--- config.mk ---
export PLATFORM = sky130hd
export DESIGN_NAME = btb_update_ctrl
export DESIGN_NICKNAME = d
export VERILOG_FILES = /design/src/rtl/btb_update_ctrl_pkg.sv /design/src/rtl/btb_upd_fifo.sv /design/src/rtl/btb_update_ctrl.sv
export SDC_FILE = /design/constraint.sdc
export NUM_CORES = 1
export LEC_CHECK = 0
export CAP_MARGIN = 40
export CORE_ASPECT_RATIO = 1.1
export CORE_UTILIZATION = 59
export DETAILED_ROUTE_END_ITERATION = 10
export GPL_ROUTABILITY_DRIVEN = 0
export PLACE_DENSITY = 0.86
export SLEW_MARGIN = 20
export SYNTH_ARGS = -nofsm -noshare
export SYNTH_HDL_FRONTEND = slang
export SYNTH_SLANG_ARGS = --single-unit
--- constraint.sdc ---
create_clock -name clk -period 15.4 [get_ports clk]
set_input_delay 3.08 -clock clk [delete_from_list [all_inputs] [get_ports clk]]
set_output_delay 3.08 -clock clk [all_outputs]
set_load 0.02 [all_outputs]
--- src/rtl/btb_update_ctrl_pkg.sv ---
// Shared types and constants for the BTB update controller and its resolution FIFO.
package btb_update_ctrl_pkg;

    localparam logic        ENABLE    = 1'b1;
    localparam logic        DISABLE   = 1'b0;
    localparam logic [31:0] ZERO_WORD = 32'h0000_0000;

    typedef enum logic {
        BTBC_IDLE  = 1'b0,
        BTBC_SWEEP = 1'b1
    } btbc_state_t;

    // One queued branch resolution as written into the BTB.
    typedef struct packed {
        logic [31:0] pc;
        logic        jump;
        logic [31:0] addr;
    } btb_upd_t;

endpackage

--- src/rtl/btb_upd_fifo.sv ---
// Small synchronous FIFO for branch resolutions; head is read combinationally.
module btb_upd_fifo #(
    parameter int DEPTH = 4,
    parameter int WIDTH = 65
) (
    input  logic             clk,
    input  logic             rst,
    input  logic             clr,
    input  logic             push,
    input  logic             pop,
    input  logic [WIDTH-1:0] din,
    output logic [WIDTH-1:0] dout,
    output logic             full,
    output logic             empty
);
    localparam int PTR_W = $clog2(DEPTH);

    logic [WIDTH-1:0] mem [DEPTH];
    logic [PTR_W:0]   wr_ptr;
    logic [PTR_W:0]   rd_ptr;
    logic             do_push;
    logic             do_pop;

    // Extra pointer bit distinguishes full from empty when the indices match.
    assign empty   = (wr_ptr == rd_ptr);
    assign full    = (wr_ptr[PTR_W] != rd_ptr[PTR_W]) &&
                     (wr_ptr[PTR_W-1:0] == rd_ptr[PTR_W-1:0]);
    assign do_pop  = pop && !empty;
    assign do_push = push && (!full || do_pop);
    assign dout    = mem[rd_ptr[PTR_W-1:0]];

    always_ff @(posedge clk) begin
        if (rst || clr) begin
            wr_ptr <= '0;
            rd_ptr <= '0;
        end else begin
            if (do_push) wr_ptr <= wr_ptr + (PTR_W+1)'(1);
            if (do_pop)  rd_ptr <= rd_ptr + (PTR_W+1)'(1);
        end
    end

    always_ff @(posedge clk) begin
        if (do_push && !rst && !clr) mem[wr_ptr[PTR_W-1:0]] <= din;
    end

endmodule

--- src/rtl/btb_update_ctrl.sv ---
// Sequences BTB writes: drains queued EX resolutions, flags mispredicts, runs invalidate sweeps.
module btb_update_ctrl
    import btb_update_ctrl_pkg::*;
#(
    parameter int QUEUE_DEPTH = 4,
    parameter int BTB_ENTRIES = 32,
    parameter int IDX_W       = 5
) (
    input  logic              clk,
    input  logic              rst,
    input  logic              rdy,
    input  logic              branch_from_ex,
    input  logic [31:0]       pc_from_ex,
    input  logic              jump_from_ex,
    input  logic [31:0]       jump_addr_from_ex,
    input  logic              pred_from_ex,
    input  logic [31:0]       pred_addr_from_ex,
    input  logic              inv_all_req,
    output logic              upd_valid_to_btb,
    output logic [31:0]       upd_pc_to_btb,
    output logic              upd_jump_to_btb,
    output logic [31:0]       upd_addr_to_btb,
    output logic              inv_valid_to_btb,
    output logic [IDX_W-1:0]  inv_index_to_btb,
    output logic              flush_to_pipe,
    output logic [31:0]       redirect_pc_to_if,
    output logic              sweep_busy,
    output logic [7:0]        drop_cnt,
    output btbc_state_t       state_dbg
);
    localparam logic [IDX_W-1:0] SWEEP_LAST = IDX_W'(BTB_ENTRIES - 1);

    btbc_state_t      state;
    btbc_state_t      state_next;
    logic [IDX_W-1:0] sweep_idx;
    logic             upd_valid_q;
    btb_upd_t         upd_q;
    logic             flush_q;
    logic [31:0]      redirect_q;
    logic [7:0]       drop_cnt_q;

    logic             fifo_push;
    logic             fifo_pop;
    logic             fifo_clr;
    logic             fifo_full;
    logic             fifo_empty;
    btb_upd_t         fifo_head;
    btb_upd_t         new_entry;
    logic             drop_evt;
    logic             mis;
    logic [31:0]      redirect_next;

    assign new_entry     = '{pc: pc_from_ex, jump: jump_from_ex, addr: jump_addr_from_ex};
    assign mis           = (pred_from_ex != jump_from_ex) ||
                           (pred_from_ex && jump_from_ex && (pred_addr_from_ex != jump_addr_from_ex));
    assign redirect_next = jump_from_ex ? jump_addr_from_ex : pc_from_ex + 32'd4;

    btb_upd_fifo #(
        .DEPTH (QUEUE_DEPTH),
        .WIDTH ($bits(btb_upd_t))
    ) u_fifo (
        .clk   (clk),
        .rst   (rst),
        .clr   (fifo_clr),
        .push  (fifo_push),
        .pop   (fifo_pop),
        .din   (new_entry),
        .dout  (fifo_head),
        .full  (fifo_full),
        .empty (fifo_empty)
    );

    always_ff @(posedge clk) begin
        if (rst)      state <= BTBC_IDLE;
        else if (rdy) state <= state_next;
    end

    // A sweep request takes priority over both draining and the same-cycle push.
    always_comb begin
        state_next = state;
        fifo_push  = 1'b0;
        fifo_pop   = 1'b0;
        fifo_clr   = 1'b0;
        drop_evt   = 1'b0;
        case (state)
            BTBC_IDLE: begin
                if (inv_all_req) begin
                    state_next = BTBC_SWEEP;
                    fifo_clr   = rdy;
                    drop_evt   = branch_from_ex;
                end else begin
                    fifo_pop  = rdy && !fifo_empty;
                    fifo_push = rdy && branch_from_ex;
                    drop_evt  = branch_from_ex && fifo_full && !fifo_pop;
                end
            end
            BTBC_SWEEP: begin
                drop_evt = branch_from_ex;
                if (sweep_idx == SWEEP_LAST) state_next = BTBC_IDLE;
            end
            default: state_next = BTBC_IDLE;
        endcase
    end

    always_ff @(posedge clk) begin
        if (rst) begin
            sweep_idx   <= '0;
            upd_valid_q <= DISABLE;
            upd_q       <= '0;
            flush_q     <= DISABLE;
            redirect_q  <= ZERO_WORD;
            drop_cnt_q  <= '0;
        end else if (rdy) begin
            sweep_idx   <= (state == BTBC_SWEEP) ? sweep_idx + IDX_W'(1) : '0;
            upd_valid_q <= fifo_pop;
            if (fifo_pop) upd_q <= fifo_head;
            flush_q <= branch_from_ex && mis;
            if (branch_from_ex && mis) redirect_q <= redirect_next;
            if (drop_evt && drop_cnt_q != 8'hFF) drop_cnt_q <= drop_cnt_q + 8'd1;
        end
    end

    // Strobes are masked while frozen so a held register never writes twice.
    assign upd_valid_to_btb  = upd_valid_q && rdy;
    assign upd_pc_to_btb     = upd_q.pc;
    assign upd_jump_to_btb   = upd_q.jump;
    assign upd_addr_to_btb   = upd_q.addr;
    assign inv_valid_to_btb  = (state == BTBC_SWEEP) && rdy;
    assign inv_index_to_btb  = sweep_idx;
    assign flush_to_pipe     = flush_q && rdy;
    assign redirect_pc_to_if = redirect_q;
    assign sweep_busy        = (state == BTBC_SWEEP);
    assign drop_cnt          = drop_cnt_q;
    assign state_dbg         = state;

endmodule

==> impl_metrics.csv <==
group,metric,value,unit
status,status,"finished clean",
clock_network,cts_root_buf,"clkbuf_16",
global_route,use_met1,0.3939,
power_and_ir_drop,comb_power_share,0.063,
clock_network,tritoncts,"done",
yosys,synth_seq_cells,379,
yosys,yosys_warnings,0,
power_and_ir_drop,pwr-share-seq,0.505,
drt,drt_first_pass_iters,5,
power_and_ir_drop,p_int,1.734,mW
clock_network,clk_path_buf_depth,3,
global_route,grt_max_degree,71,
final_layout,nNetsFinal,1406,
timing,tightestPinTransition,0.8197,ns
timing,max_freq,0.1247,GHz
timing,tns,0,ns
setup_path,cp_num_buf_inv,3,
final_layout,layout_common_cells,"edfxtp_1, clkdlybuf4s50_1, nand2_1, dfxtp_1, a21oi_1",
power_and_ir_drop,power.total,2.193,mW
timing,setup_viol,0,
min_path,hp-class,"flip-flop to flip-flop",
global_route,grt_pass1_wl,58.80,mm
global_route,grt.busiest_layer,"met2",
floorplanning,core_region_area,25340,µm²
power_and_ir_drop,p_leak,6.152,nW
timing,relSlewSlack,0.4485,
place,numPortBuffers,217,
clock_network,cts.repair.resized,0,
global_route,grt_use_met2,0.5004,
floorplanning,die_x,155.2,µm
timing,drv_slew,0,
clock_network,clkSinkCount,379,
setup_path,required,12.32,ns
drt,vias,10110,
power_and_ir_drop,clock_power_share,0.431,
setup_path,cp.arrival,4.94,ns
yosys,synth_top_area_cell,"edfxtp_1",
floorplanning,io_pins,218,
run,cap_viol_max_count,0,
drt,wl_per_cell,23.23,µm
yosys,synth_top_area_share,0.5129,
global_route,track_usage,0.3011,
setup_path,end_kind,"output port",
global_route,grt_pass1_vias,9986,
clock_network,cts-buffers-inserted,38,
timing,min_period,8.021,ns
final_layout,layout_commonest_cell,"edfxtp_1",
setup_path,crit_path_frequent_cell,"clkdlybuf4s50_1",
floorplanning,start_util,0.6008,
setup_path,startpoint_type,"input pin",
yosys,syn-num-nets,1201,
setup_path,crit_path_cell_trace,"clkdlybuf4s50_1 -> nand2_1 -> inv_1 -> clkdlybuf4s50_1",
setup_path,path_class,"input pin to output port",
place,hpwl,24.99,mm
power_and_ir_drop,power_density,115.2,nW/µm²
drt,final_antenna_net_count,0,
timing,fin_skew,0.009428,ns
clock_network,cts_hold_buffers,0,
clock_network,htree_levels,2,
final_layout,layout-drive-gt1-share,0.1164,
floorplanning,die_y,170.5,µm
global_route,use_met3,0.05628,
yosys,synth_flop_cell,"edfxtp_1",
global_route,gr-total-overflow,0,
drt,drt_wl_total,38.82,mm
clock_network,clk_latency,0.52,ns
yosys,syn-cell-area,15220,µm²
timing,rsz0062_at_grt,"false",
drt,drt-vias-per-instance,6.051,
drt,remaining_drc_errors,0,
setup_path,path_delay_family,"buffers and inverters",
yosys,yosysSeqAreaShare,0.6694,
setup_path,worstPathMaxFanout,19,
timing,fin_crit_sh,0.5209,
clock_network,cts.reportedPaths.clkPinSlew,0.06,ns
setup_path,cpPeakStageDelay,0.86,ns
power_and_ir_drop,p_sw,0.4587,mW
global_route,antenna_found_initial,2,
timing,hold_viol,0,
final_layout,areaGrowthSynthToFinish,24.97,%
drt,drt_iter0_markers,1135,
yosys,syn_inst,1088,
floorplanning,die-area,26450,µm²
yosys,avgSynthCellArea,13.99,µm²
yosys,synth_edf_count,260,
power_and_ir_drop,p_sw_frac,0.2092,
yosys,ys_types,43,
setup_path,slowest_stage,"clkdlybuf4s50_1",
power_and_ir_drop,max-vdd-ir-drop,101.1,µV
yosys,async_flop_share,0,
floorplanning,fp-row-count,61,
clock_network,cts_setup_buffers,0,
yosys,synth.area.top_cells,"edfxtp_1, dfxtp_1, mux4_2",
==> synthesized netlist by cell type (2+ instances only) <==
cell,number
clkbuf_2,2
nor3_2,2
nor3b_1,2
mux4_2,65
buf_6,3
nand4_1,15
buf_1,5
edfxtp_1,260
a31oi_1,2
nor4_1,11
nand2b_1,25
a21oi_1,98
mux2i_1,8
and4_1,4
nand3_1,25
xnor2_1,11
a211oi_1,10
o21ai_1,9
ha_1,10
nand2_1,161
o21ai_0,23
inv_1,19
buf_2,20
and2_1,3
dfxtp_1,119
xor2_1,61
nor2_1,26
and3_1,9
o221ai_1,16
or3_1,2
nor3_1,14
clkbuf_1,37
==> routing by layer <==
layer,up-vias,wire length [µm],part of all wire
li1,4460,-,-
met1,5002,14500,0.37
met2,547,19420,0.50
met3,103,3454,0.089
met4,0,1446,0.037
met5,-,0,0
==> cell type report <==
| cell class | count | area (µm²) |
|---|---|---|
| sequential | 379 | 10190 |
| fill | 1529 | 6315 |
| multi-input combinational | 622 | 4679 |
| timing repair buffer | 233 | 2342 |
| clock buffer | 62 | 1185 |
| tap | 346 | 432.9 |
| clock inverter | 8 | 113.9 |
| inverter | 19 | 71.32 |
| antenna | 2 | 5.005 |
==> worst min-delay path: cells and delay by family (launching register included) <==
kind             cells  cell delay (ns)
AND/OR/NAND/NOR      1             0.05
flip-flops           1             0.30
AO/OA/AOI/OAI        1             0.05
==> power groups by stage <==
stage	sequential (mW)	combinational, mW	clock [mW]
final	1.11	0.139	0.946
after global routing	1.11	0.147	0.999
after CTS	1.11	0.138	0.953
after detailed placement	1.13	0.136	0
after global placement	1.13	0.132	0
after floorplan	1.13	0.0494	0
==> cell families (layout without fill, tap and decap cells) <==
| kind of cell | count (synthesis) | count (layout) | synth area share |
|---|---|---|---|
| xor gates and xnor gates | 72 | 72 | 0.04142 |
| other | 0 | 2 | 0 |
| AOI/OAI and AO/OA | 164 | 164 | 0.06181 |
| adders and majority gates | 10 | 10 | 0.008219 |
| muxes | 74 | 74 | 0.1022 |
| and+or+nand+nor | 302 | 302 | 0.09205 |
| buffers and inverters | 87 | 322 | 0.02499 |
| DFF | 379 | 379 | 0.6694 |
==> worst paths after layout <==
| path | startpoint | to | slack, ns | cells past startpoint |
|---|---|---|---|---|
| setup / recovery | rdy | inv_valid_to_btb | 7.38 | 4 |
| hold / removal | upd_addr_to_btb[25]$_SDFFE_PP0P_ | upd_addr_to_btb[25]$_SDFFE_PP0P_ | 0.45 | 2 |
| setup reg to reg | state_dbg$_SDFFE_PP0P_ | u_fifo.mem[3][46]$_DFFE_PP_ | 12.28 | 5 |
| hold reg to reg | upd_addr_to_btb[25]$_SDFFE_PP0P_ | upd_addr_to_btb[25]$_SDFFE_PP0P_ | 0.45 | 2 |
==> registers in the layout, summed over array words and instances, names as in the netlist <==
signal and flops:
upd_pc_to_btb 32, redirect_pc_to_if 32, drop_cnt 8, upd_addr_to_btb 32, upd_valid_q 1, u_fifo.rd_ptr 3
upd_jump_to_btb 1, state_dbg 1, u_fifo.wr_ptr 3, inv_index_to_btb 5, flush_q 1, u_fifo.mem 260
==> per-stage QoR <==
step	worst slack [ns]	utilization	instance area [µm²]	cells	hold slack [ns]
3_5_place_dp	7.419	0.6985	17700	1598	0.4458
5_1_grt	7.253	0.7508	19020	1671	0.4734
3_3_place_gp	7.481	0.6958	17630	1594	0.4426
2_1_floorplan	8.217	-	15220	1088	0.4457
4_1_cts	7.388	0.7498	19000	1668	0.4538
6_report	7.379	0.7508	19020	1671	0.4537
No activity file was read; power rests on OpenSTA's default activity.
